**config.mk**
```make
export PLATFORM = sky130hd
export DESIGN_NAME = msrh_l1d_snoop_ctrl_flat
export DESIGN_NICKNAME = d
export VERILOG_FILES = /design/src/rtl/msrh_l1d_snoop_ctrl_if.sv /design/src/rtl/msrh_l1d_snoop_ctrl.sv /design/src/flat_wrapper.sv
export SDC_FILE = /design/constraint.sdc
export NUM_CORES = 2
export LEC_CHECK = 0
export BUFFER_PORTS_ARGS = -buffer_cell sky130_fd_sc_hd__buf_2
export CAP_MARGIN = 20
export CORE_AREA = 8 8 751 753
export CTS_CLUSTER_SIZE = 20
export DETAILED_ROUTE_END_ITERATION = 7
export DIE_AREA = 0 0 759 761
export GPL_TIMING_DRIVEN = 1
export PLACE_DENSITY_LB_ADDON = 0.08
export SLEW_MARGIN = 0
export SYNTH_ARGS = -nofsm -noshare
export SYNTH_HDL_FRONTEND = slang
export SYNTH_SLANG_ARGS = --single-unit
```
**constraint.sdc**
```tcl
create_clock -name i_clk -period 19 [get_ports i_clk]
set_input_delay 2.85 -clock i_clk [delete_from_list [all_inputs] [get_ports i_clk]]
set_output_delay 2.85 -clock i_clk [all_outputs]
set_load 0.02 [all_outputs]
```
**src/rtl/msrh_l1d_snoop_ctrl_if.sv**
```systemverilog
// Snoop front-end bundle: requester handshake, L1D/STQ s0 request and s1 result, line response.
// Latency: none, wires only.
// Backpressure: carried by snp_req_ready and snp_resp_ready; the s0/s1 buses have none.
//
// Port summary (slave = snoop controller, master = requester/L1D/STQ environment):
//   snp_req_*   : request valid/ready, line paddr, transaction tag
//   l1d_s0_*    : L1D snoop read request (valid, aligned paddr)
//   l1d_s1_*    : L1D result (valid, status, line data, valid bytes)
//   stq_s0_*    : STQ snoop request (valid, aligned paddr)
//   stq_s1_*    : STQ result (valid, committed-store data, byte enables)
//   snp_resp_*  : merged line response (valid/ready, data, be, hit, tag)
interface msrh_l1d_snoop_ctrl_if #(
    parameter int PADDR_W       = 56,
    parameter int DCACHE_DATA_W = 512,
    parameter int TAG_W         = 4
);
    localparam int DATA_B_W = DCACHE_DATA_W / 8;

    logic                     snp_req_valid;
    logic                     snp_req_ready;
    logic [PADDR_W-1:0]       snp_req_paddr;
    logic [TAG_W-1:0]         snp_req_tag;

    logic                     l1d_s0_valid;
    logic [PADDR_W-1:0]       l1d_s0_paddr;
    logic                     l1d_s1_valid;
    logic [1:0]               l1d_s1_status;
    logic [DCACHE_DATA_W-1:0] l1d_s1_data;
    logic [DATA_B_W-1:0]      l1d_s1_be;

    logic                     stq_s0_valid;
    logic [PADDR_W-1:0]       stq_s0_paddr;
    logic                     stq_s1_valid;
    logic [DCACHE_DATA_W-1:0] stq_s1_data;
    logic [DATA_B_W-1:0]      stq_s1_be;

    logic                     snp_resp_valid;
    logic                     snp_resp_ready;
    logic [DCACHE_DATA_W-1:0] snp_resp_data;
    logic [DATA_B_W-1:0]      snp_resp_be;
    logic                     snp_resp_hit;
    logic [TAG_W-1:0]         snp_resp_tag;

    modport slave (
        input  snp_req_valid, snp_req_paddr, snp_req_tag,
        input  l1d_s1_valid, l1d_s1_status, l1d_s1_data, l1d_s1_be,
        input  stq_s1_valid, stq_s1_data, stq_s1_be,
        input  snp_resp_ready,
        output snp_req_ready,
        output l1d_s0_valid, l1d_s0_paddr,
        output stq_s0_valid, stq_s0_paddr,
        output snp_resp_valid, snp_resp_data, snp_resp_be, snp_resp_hit, snp_resp_tag
    );

    modport master (
        output snp_req_valid, snp_req_paddr, snp_req_tag,
        output l1d_s1_valid, l1d_s1_status, l1d_s1_data, l1d_s1_be,
        output stq_s1_valid, stq_s1_data, stq_s1_be,
        output snp_resp_ready,
        input  snp_req_ready,
        input  l1d_s0_valid, l1d_s0_paddr,
        input  stq_s0_valid, stq_s0_paddr,
        input  snp_resp_valid, snp_resp_data, snp_resp_be, snp_resp_hit, snp_resp_tag
    );
endinterface

```
**src/rtl/msrh_l1d_snoop_ctrl.sv**
```systemverilog
// One-at-a-time coherence snoop: L1D+STQ s0 issue, s1 collect, conflict retry, store-over-line merge.
// Latency: response valid 3 cycles after accept; each L1D conflict adds 2+BACKOFF_CYC cycles.
// Backpressure: request ready only in IDLE; response registered and held until snp_resp_ready.
//
// Ports:
//   i_clk    : clock
//   i_reset  : asynchronous active-high reset; drops any in-flight snoop without a response
//   snp      : msrh_l1d_snoop_ctrl_if.slave (request, L1D s0/s1, STQ s0/s1, response)
module msrh_l1d_snoop_ctrl #(
    parameter int PADDR_W       = 56,
    parameter int DCACHE_DATA_W = 512,
    parameter int TAG_W         = 4,
    parameter int MAX_RETRY     = 7,
    parameter int BACKOFF_CYC   = 2
) (
    input  logic                  i_clk,
    input  logic                  i_reset,
    msrh_l1d_snoop_ctrl_if.slave  snp
);

    localparam int DATA_B_W = DCACHE_DATA_W / 8;
    localparam int OFS_W    = $clog2(DATA_B_W);
    localparam int RTRY_W   = $clog2(MAX_RETRY + 1);
    localparam int BOFF_W   = (BACKOFF_CYC > 1) ? $clog2(BACKOFF_CYC) : 1;

    localparam logic [1:0] STS_HIT      = 2'd1;
    localparam logic [1:0] STS_CONFLICT = 2'd3;

    typedef enum logic [2:0] {
        ST_IDLE,
        ST_S0,
        ST_S1,
        ST_BACKOFF,
        ST_RESP
    } state_t;

    state_t                   state_q, state_d;
    logic [PADDR_W-1:0]       paddr_q, paddr_d;
    logic [TAG_W-1:0]         tag_q, tag_d;
    logic [RTRY_W-1:0]        retry_q, retry_d;
    logic [BOFF_W-1:0]        boff_q, boff_d;
    logic [DCACHE_DATA_W-1:0] resp_data_q, resp_data_d;
    logic [DATA_B_W-1:0]      resp_be_q, resp_be_d;
    logic                     resp_hit_q, resp_hit_d;

    logic                     l1d_hit;
    logic                     l1d_conflict;
    logic [DATA_B_W-1:0]      stq_be_eff;
    logic [DATA_B_W-1:0]      merge_be;
    logic [DCACHE_DATA_W-1:0] merge_data;

    // Offset bits inside the line are intentionally dropped.
    logic unused_paddr_lo;
    assign unused_paddr_lo = ^snp.snp_req_paddr[OFS_W-1:0];

    // A missing L1D response is a lost arbitration just like an explicit conflict.
    // NONE and MISS both contribute no L1D bytes.
    assign l1d_conflict = !snp.l1d_s1_valid || (snp.l1d_s1_status == STS_CONFLICT);
    assign l1d_hit      = snp.l1d_s1_valid && (snp.l1d_s1_status == STS_HIT);
    assign stq_be_eff   = snp.stq_s1_valid ? snp.stq_s1_be : '0;

    // Committed-store bytes always win over the L1D copy of the line.
    always_comb begin
        merge_data = '0;
        merge_be   = (l1d_hit ? snp.l1d_s1_be : '0) | stq_be_eff;
        for (int b = 0; b < DATA_B_W; b++) begin
            if (stq_be_eff[b]) begin
                merge_data[b*8 +: 8] = snp.stq_s1_data[b*8 +: 8];
            end else if (l1d_hit) begin
                merge_data[b*8 +: 8] = snp.l1d_s1_data[b*8 +: 8];
            end
        end
    end

    always_comb begin
        state_d     = state_q;
        paddr_d     = paddr_q;
        tag_d       = tag_q;
        retry_d     = retry_q;
        boff_d      = boff_q;
        resp_data_d = resp_data_q;
        resp_be_d   = resp_be_q;
        resp_hit_d  = resp_hit_q;
        case (state_q)
            ST_IDLE: begin
                if (snp.snp_req_valid) begin
                    paddr_d = {snp.snp_req_paddr[PADDR_W-1:OFS_W], {OFS_W{1'b0}}};
                    tag_d   = snp.snp_req_tag;
                    retry_d = '0;
                    state_d = ST_S0;
                end
            end
            ST_S0: begin
                state_d = ST_S1;
            end
            ST_S1: begin
                if (l1d_conflict) begin
                    if (retry_q < RTRY_W'(MAX_RETRY)) begin
                        retry_d = retry_q + 1'b1;
                        boff_d  = '0;
                        state_d = ST_BACKOFF;
                    end else begin
                        // Out of retries: report the line as absent.
                        resp_data_d = '0;
                        resp_be_d   = '0;
                        resp_hit_d  = 1'b0;
                        state_d     = ST_RESP;
                    end
                end else begin
                    resp_data_d = merge_data;
                    resp_be_d   = merge_be;
                    resp_hit_d  = |merge_be;
                    state_d     = ST_RESP;
                end
            end
            ST_BACKOFF: begin
                if (boff_q == BOFF_W'(BACKOFF_CYC - 1)) begin
                    boff_d  = '0;
                    state_d = ST_S0;
                end else begin
                    boff_d = boff_q + 1'b1;
                end
            end
            ST_RESP: begin
                if (snp.snp_resp_ready) begin
                    state_d = ST_IDLE;
                end
            end
            default: begin
                state_d = ST_IDLE;
            end
        endcase
    end

    always_ff @(posedge i_clk or posedge i_reset) begin
        if (i_reset) begin
            state_q     <= ST_IDLE;
            paddr_q     <= '0;
            tag_q       <= '0;
            retry_q     <= '0;
            boff_q      <= '0;
            resp_data_q <= '0;
            resp_be_q   <= '0;
            resp_hit_q  <= 1'b0;
        end else begin
            state_q     <= state_d;
            paddr_q     <= paddr_d;
            tag_q       <= tag_d;
            retry_q     <= retry_d;
            boff_q      <= boff_d;
            resp_data_q <= resp_data_d;
            resp_be_q   <= resp_be_d;
            resp_hit_q  <= resp_hit_d;
        end
    end

    // Ready depends on state only, so acceptance never happens in the cycle RESP drains.
    assign snp.snp_req_ready  = (state_q == ST_IDLE);
    assign snp.l1d_s0_valid   = (state_q == ST_S0);
    assign snp.l1d_s0_paddr   = (state_q == ST_S0) ? paddr_q : '0;
    assign snp.stq_s0_valid   = (state_q == ST_S0);
    assign snp.stq_s0_paddr   = (state_q == ST_S0) ? paddr_q : '0;
    assign snp.snp_resp_valid = (state_q == ST_RESP);
    assign snp.snp_resp_data  = resp_data_q;
    assign snp.snp_resp_be    = resp_be_q;
    assign snp.snp_resp_hit   = resp_hit_q;
    assign snp.snp_resp_tag   = tag_q;

`ifndef SYNTHESIS
    // An s1 result outside S1 means the L1D/STQ pipelines lost sync with this block.
    always @(posedge i_clk) begin
        if (!i_reset && (state_q != ST_S1) && (snp.l1d_s1_valid || snp.stq_s1_valid)) begin
            $fatal(1, "msrh_l1d_snoop_ctrl: s1 response seen outside S1");
        end
    end
`endif

endmodule

```
**src/flat_wrapper.sv**
```systemverilog
// flat-port wrapper written by rule: the top's interface ports become plain ports
module msrh_l1d_snoop_ctrl_flat 
#(
    parameter int PADDR_W       = 56,
    parameter int DCACHE_DATA_W = 512,
    parameter int TAG_W         = 4,
    parameter int MAX_RETRY     = 7,
    parameter int BACKOFF_CYC   = 2
)
  (i_clk, i_reset, snp_snp_req_valid, snp_snp_req_paddr, snp_snp_req_tag, snp_l1d_s1_valid, snp_l1d_s1_status, snp_l1d_s1_data, snp_l1d_s1_be, snp_stq_s1_valid, snp_stq_s1_data, snp_stq_s1_be, snp_snp_resp_ready, snp_snp_req_ready, snp_l1d_s0_valid, snp_l1d_s0_paddr, snp_stq_s0_valid, snp_stq_s0_paddr, snp_snp_resp_valid, snp_snp_resp_data, snp_snp_resp_be, snp_snp_resp_hit, snp_snp_resp_tag);
  msrh_l1d_snoop_ctrl_if #(.PADDR_W(PADDR_W), .DCACHE_DATA_W(DCACHE_DATA_W), .TAG_W(TAG_W)) snp_i ();
  input  logic i_clk;
  input  logic i_reset;
  input wire logic [$bits(snp_i.snp_req_valid)-1:0] snp_snp_req_valid;
  input wire logic [$bits(snp_i.snp_req_paddr)-1:0] snp_snp_req_paddr;
  input wire logic [$bits(snp_i.snp_req_tag)-1:0] snp_snp_req_tag;
  input wire logic [$bits(snp_i.l1d_s1_valid)-1:0] snp_l1d_s1_valid;
  input wire logic [$bits(snp_i.l1d_s1_status)-1:0] snp_l1d_s1_status;
  input wire logic [$bits(snp_i.l1d_s1_data)-1:0] snp_l1d_s1_data;
  input wire logic [$bits(snp_i.l1d_s1_be)-1:0] snp_l1d_s1_be;
  input wire logic [$bits(snp_i.stq_s1_valid)-1:0] snp_stq_s1_valid;
  input wire logic [$bits(snp_i.stq_s1_data)-1:0] snp_stq_s1_data;
  input wire logic [$bits(snp_i.stq_s1_be)-1:0] snp_stq_s1_be;
  input wire logic [$bits(snp_i.snp_resp_ready)-1:0] snp_snp_resp_ready;
  output wire logic [$bits(snp_i.snp_req_ready)-1:0] snp_snp_req_ready;
  output wire logic [$bits(snp_i.l1d_s0_valid)-1:0] snp_l1d_s0_valid;
  output wire logic [$bits(snp_i.l1d_s0_paddr)-1:0] snp_l1d_s0_paddr;
  output wire logic [$bits(snp_i.stq_s0_valid)-1:0] snp_stq_s0_valid;
  output wire logic [$bits(snp_i.stq_s0_paddr)-1:0] snp_stq_s0_paddr;
  output wire logic [$bits(snp_i.snp_resp_valid)-1:0] snp_snp_resp_valid;
  output wire logic [$bits(snp_i.snp_resp_data)-1:0] snp_snp_resp_data;
  output wire logic [$bits(snp_i.snp_resp_be)-1:0] snp_snp_resp_be;
  output wire logic [$bits(snp_i.snp_resp_hit)-1:0] snp_snp_resp_hit;
  output wire logic [$bits(snp_i.snp_resp_tag)-1:0] snp_snp_resp_tag;
  assign snp_i.snp_req_valid = snp_snp_req_valid;
  assign snp_i.snp_req_paddr = snp_snp_req_paddr;
  assign snp_i.snp_req_tag = snp_snp_req_tag;
  assign snp_i.l1d_s1_valid = snp_l1d_s1_valid;
  assign snp_i.l1d_s1_status = snp_l1d_s1_status;
  assign snp_i.l1d_s1_data = snp_l1d_s1_data;
  assign snp_i.l1d_s1_be = snp_l1d_s1_be;
  assign snp_i.stq_s1_valid = snp_stq_s1_valid;
  assign snp_i.stq_s1_data = snp_stq_s1_data;
  assign snp_i.stq_s1_be = snp_stq_s1_be;
  assign snp_i.snp_resp_ready = snp_snp_resp_ready;
  assign snp_snp_req_ready = snp_i.snp_req_ready;
  assign snp_l1d_s0_valid = snp_i.l1d_s0_valid;
  assign snp_l1d_s0_paddr = snp_i.l1d_s0_paddr;
  assign snp_stq_s0_valid = snp_i.stq_s0_valid;
  assign snp_stq_s0_paddr = snp_i.stq_s0_paddr;
  assign snp_snp_resp_valid = snp_i.snp_resp_valid;
  assign snp_snp_resp_data = snp_i.snp_resp_data;
  assign snp_snp_resp_be = snp_i.snp_resp_be;
  assign snp_snp_resp_hit = snp_i.snp_resp_hit;
  assign snp_snp_resp_tag = snp_i.snp_resp_tag;
  msrh_l1d_snoop_ctrl #(.PADDR_W(PADDR_W), .DCACHE_DATA_W(DCACHE_DATA_W), .TAG_W(TAG_W), .MAX_RETRY(MAX_RETRY), .BACKOFF_CYC(BACKOFF_CYC)) u_core (.i_clk(i_clk), .i_reset(i_reset), .snp(snp_i));
endmodule
```
==> results by group <==
Status
  – Outcome: finished clean

Clock tree
  – TritonCTS clock tree: built
  – Total clock sinks: 638
  – Cts bufs inserted: 112
  – # resized after CTS: 0
  – Clk pin slew, worst setup/hold paths: 0.06 ns
  – Number of levels in the clock H-tree: 3
  – Clock buffer depth: 4
  – Clock latency on the worst-skew pair: 0.90 ns
  – Clock root buffer: sky130_fd_sc_hd__clkbuf_16
  – Hold-fix buffer count after cts: 0
  – Number of buffers inserted by post-CTS setup repair: 0

Global routing
  – Initial antenna violation count: just over 500
  – Congestion Overflow GR: 0
  – Aggregate global-route resource usage: ~14%
  – Number of global-route vias before repair: just under 40,000
  – First-pass GRT wire length: between 500,000 and 600,000 um
  – Largest net degree at the start of global routing: between 100 and 150

Synthesis
  – Number of cells produced by synthesis: 3,548
  – #FFs+latches synth: 638
  – Syn_area_per_cell: 8.82 um^2
  – Count of yosys warnings during synthesis: 0
  – Number of synthesized flops with an enable pin: 0
  – Synth cell types: 36
  – Share of synthesized area occupied by flip-flops and latches: 51.0%
  – Primary FF master, synth: sky130_fd_sc_hd__dfrtp_1
  – Fraction of registers with async set or reset after synthesis: between 90% and 100%
  – Cell area after technology mapping: 31,300 um^2

Route
  – Routed via count: 37,600
  – Routed length per instance: 34.1 um
  – Routed vias/inst: slightly below 3
  – Number of nets with antenna violations after detailed routing: 0
  – Residual DRC: 0
  – Final WL: approximately 440,000 um
  – Drt initial violations: 2,241
  – Detailed-router iteration count before antenna repair: 5

Floorplanning
  – Width of the die: 759 um
  – Chip Height: 761 um
  – Standard-cell rows: 273
  – Top-Level Pins: 1,917
  – DIE AREA: 578,000 um^2
  – Starting density of the core: 5.67%
  – Core outline area: 551,000 um^2

Worst setup path
  – Chain of cells forming the critical path: buf_2 > and3b_4 > buf_12 > buf_4 > buf_4 > buf_4 > and3_1 > a21oi_1 > o21ai_1
  – Crit path kind: in2reg
  – Critical Path Source Type: input port
  – WP data required: 19.73 ns
  – CP Data Arrival Time: 6.98 ns
  – Largest fanout on the critical path: 141
  – Top Family by Delay on Critical Path: buffers and inverters
  – Endpoint kind of the worst setup timing path: flop
  – Most common cell type on the critical path: sky130_fd_sc_hd__buf_4
  – Buffers & Inverters on Critical Path: 5
  – Maximum single-stage delay on the critical path: 0.75 ns
  – Cell with the largest stage delay on the worst path: sky130_fd_sc_hd__buf_4

Final layout
  – Area taken by multi-input logic gates: 13,400 um^2
  – Proportion of layout cells with a drive suffix above 1: 40.9%
  – Layout filler cell count: 64,700
  – Leading cell type in the layout, fill and taps excluded: sky130_fd_sc_hd__buf_2
  – Leading cell types in the layout, fill and taps excluded: sky130_fd_sc_hd__buf_2, sky130_fd_sc_hd__nand2_1, sky130_fd_sc_hd__dfrtp_1
  – Area added between synthesis and finish: 67.6%
  – Number of nets in the layout: 6,504
  – Sequential cell area: 16,000 um^2
  – Area of all placed cells without fillers: 52,400 um^2

Timing
  – Unrepaired setup endpoints after global routing: no
  – Achievable frequency: 160 MHz
  – Post-layout min period: ~6.2 ns
  – Fraction of the cycle the final worst path needs: 32.9%
  – Total negative slack for setup checks: 0 ns
  – Number of endpoints with negative hold slack in the final report: 0
  – Worst slew margin relative to its limit: a little under a third
  – Finish-stage setup viols: 0
  – Max-slew violations: 0
  – Maximum clock skew at final layout: 0.0537 ns
  – Actual transition at the worst max-transition pin: roughly 1.0 ns

Pwr
  – Leakage component of the power: 24.7 nW
  – Peak ir drop on the vdd network: 0.0000845 V
  – Cell area power density: roughly 150 nW/um^2
  – Total Power: just under 8 mW

Placed design
  – IO Port Bufs: 1,898
  – Final weighted congestion in routability-driven placement: ~0.96
  – Post-Place Cell Area: 48,500 um^2
  – Final HPWL from detailed placement: 372,000 um

Worst hold path
  – Hold WC Path Type: reg2reg

Run
  – Max-cap viol count: 0
-- cells in the mapped netlist (2+ instances only) --
| master | instances | area (um^2) |
|---|---|---|
| sky130_fd_sc_hd__a21oi_1 | 579 | 2900 |
| sky130_fd_sc_hd__buf_4 | 71 | 533 |
| sky130_fd_sc_hd__dfrtp_1 | 638 | 16000 |
| sky130_fd_sc_hd__o21ai_1 | 501 | 2510 |
| sky130_fd_sc_hd__nor2_1 | 6 | 22.5 |
| sky130_fd_sc_hd__and2_1 | 116 | 726 |
| sky130_fd_sc_hd__inv_1 | 3 | 11.3 |
| sky130_fd_sc_hd__buf_2 | 71 | 355 |
| sky130_fd_sc_hd__a22o_1 | 2 | 17.5 |
| sky130_fd_sc_hd__nand3_1 | 4 | 20.0 |
| sky130_fd_sc_hd__buf_1 | 61 | 229 |
| sky130_fd_sc_hd__and3_1 | 512 | 3200 |
| sky130_fd_sc_hd__o21ai_0 | 82 | 410 |
| sky130_fd_sc_hd__nor3_1 | 4 | 20.0 |
| sky130_fd_sc_hd__nand2_1 | 646 | 2420 |
| sky130_fd_sc_hd__buf_6 | 56 | 631 |
| sky130_fd_sc_hd__clkbuf_1 | 88 | 330 |
| sky130_fd_sc_hd__mux2_2 | 54 | 608 |
| sky130_fd_sc_hd__and3b_1 | 2 | 17.5 |
| sky130_fd_sc_hd__nand2b_1 | 2 | 12.5 |
| sky130_fd_sc_hd__nor4_1 | 29 | 181 |
| sky130_fd_sc_hd__nand4_1 | 7 | 43.8 |
-- path summary, 6_finish.rpt --
check | slack (ns) | cells after the start | startpoint | end
worst min-delay path | 0.47 | 2 | u_core.snp.snp_resp_data[0] | u_core.snp.snp_resp_data[0]
min in group asynchronous | 1.96 | 2 | i_reset | u_core.snp.snp_resp_data[277]
worst min register to register | 0.47 | 2 | u_core.snp.snp_resp_data[0] | u_core.snp.snp_resp_data[0]
worst max-delay path | 12.76 | 9 | snp_l1d_s1_status[1] | u_core.snp.snp_resp_data[282]
worst max register to register | 14.60 | 6 | u_core.state_q[2] | u_core.snp.snp_resp_data[271]
max in group asynchronous | 13.55 | 6 | i_reset | u_core.state_q[0]
-- worst min-delay path: cells and delay by family (launching register included) --
kind | cells | cell delay [ns]
compound gates | 1 | 0.06
flops | 1 | 0.33
simple gates | 1 | 0.05
-- state kept, by name, indices dropped and copies added, names as in the netlist --
name                      cells
u_core.snp.snp_resp_be       64
u_core.snp.snp_resp_hit       1
u_core.boff_q                 1
u_core.retry_q                3
u_core.snp.snp_resp_data    512
u_core.paddr_q               50
u_core.state_q                3
u_core.snp.snp_resp_tag       4
-- cell families (layout without fill, tap and decap cells) --
family / after synthesis / after routing / synth area share, %
AND/OR/NAND/NOR: 1334 / 1334 / 21.5
other: 1 / 147 / 0.0120
flip-flops: 638 / 638 / 51.0
multiplexers: 54 / 54 / 1.94
XOR/XNOR: 1 / 1 / 0.0280
AO/OA/AOI/OAI: 1169 / 1169 / 18.8
buffers and inverters: 350 / 2152 / 6.68
adder cells (fa/ha/maj): 1 / 1 / 0.0400
-- layer usage --
layer / up-vias / routed length (um) / track usage (%)
met4: 290 / 11600 / 2.72
met2: 2250 / 200000 / 24.0
met5: - / 1930 / 0
met1: 18200 / 167000 / 16.1
li1: 16000 / - / -
met3: 877 / 55100 / 8.19
-- power breakdown --
group / switching (mW) / internal [mW]
clock: 0.883 / 1.21
sequential: 0.339 / 1.97
combinational: 2.56 / 0.883
-- layout make-up --
cell class,count,area share [%]
Clock buffer,162,6.05
Clock inverter,30,0.671
Timing Repair Buffer,1957,19.3
Tap cell,7287,17.4
Antenna cell,135,0.644
Multi-Input combinational cell,2571,25.5
Sequential cell,638,30.4
Inverter,3,0.0286
-- stage by stage --
stage	util [%]	hold WS (ns)	worst slack [ns]	cells
6_report	9.51	0.474	12.76	12800
5_1_grt	9.46	0.493	12.66	12700
4_1_cts	9.44	0.481	12.83	12600
3_5_place_dp	8.81	0.467	11.88	12500
3_3_place_gp	8.80	0.463	11.83	12500
2_1_floorplan	-	0.472	7.44	3559
No activity file was read; power rests on OpenSTA's default activity.
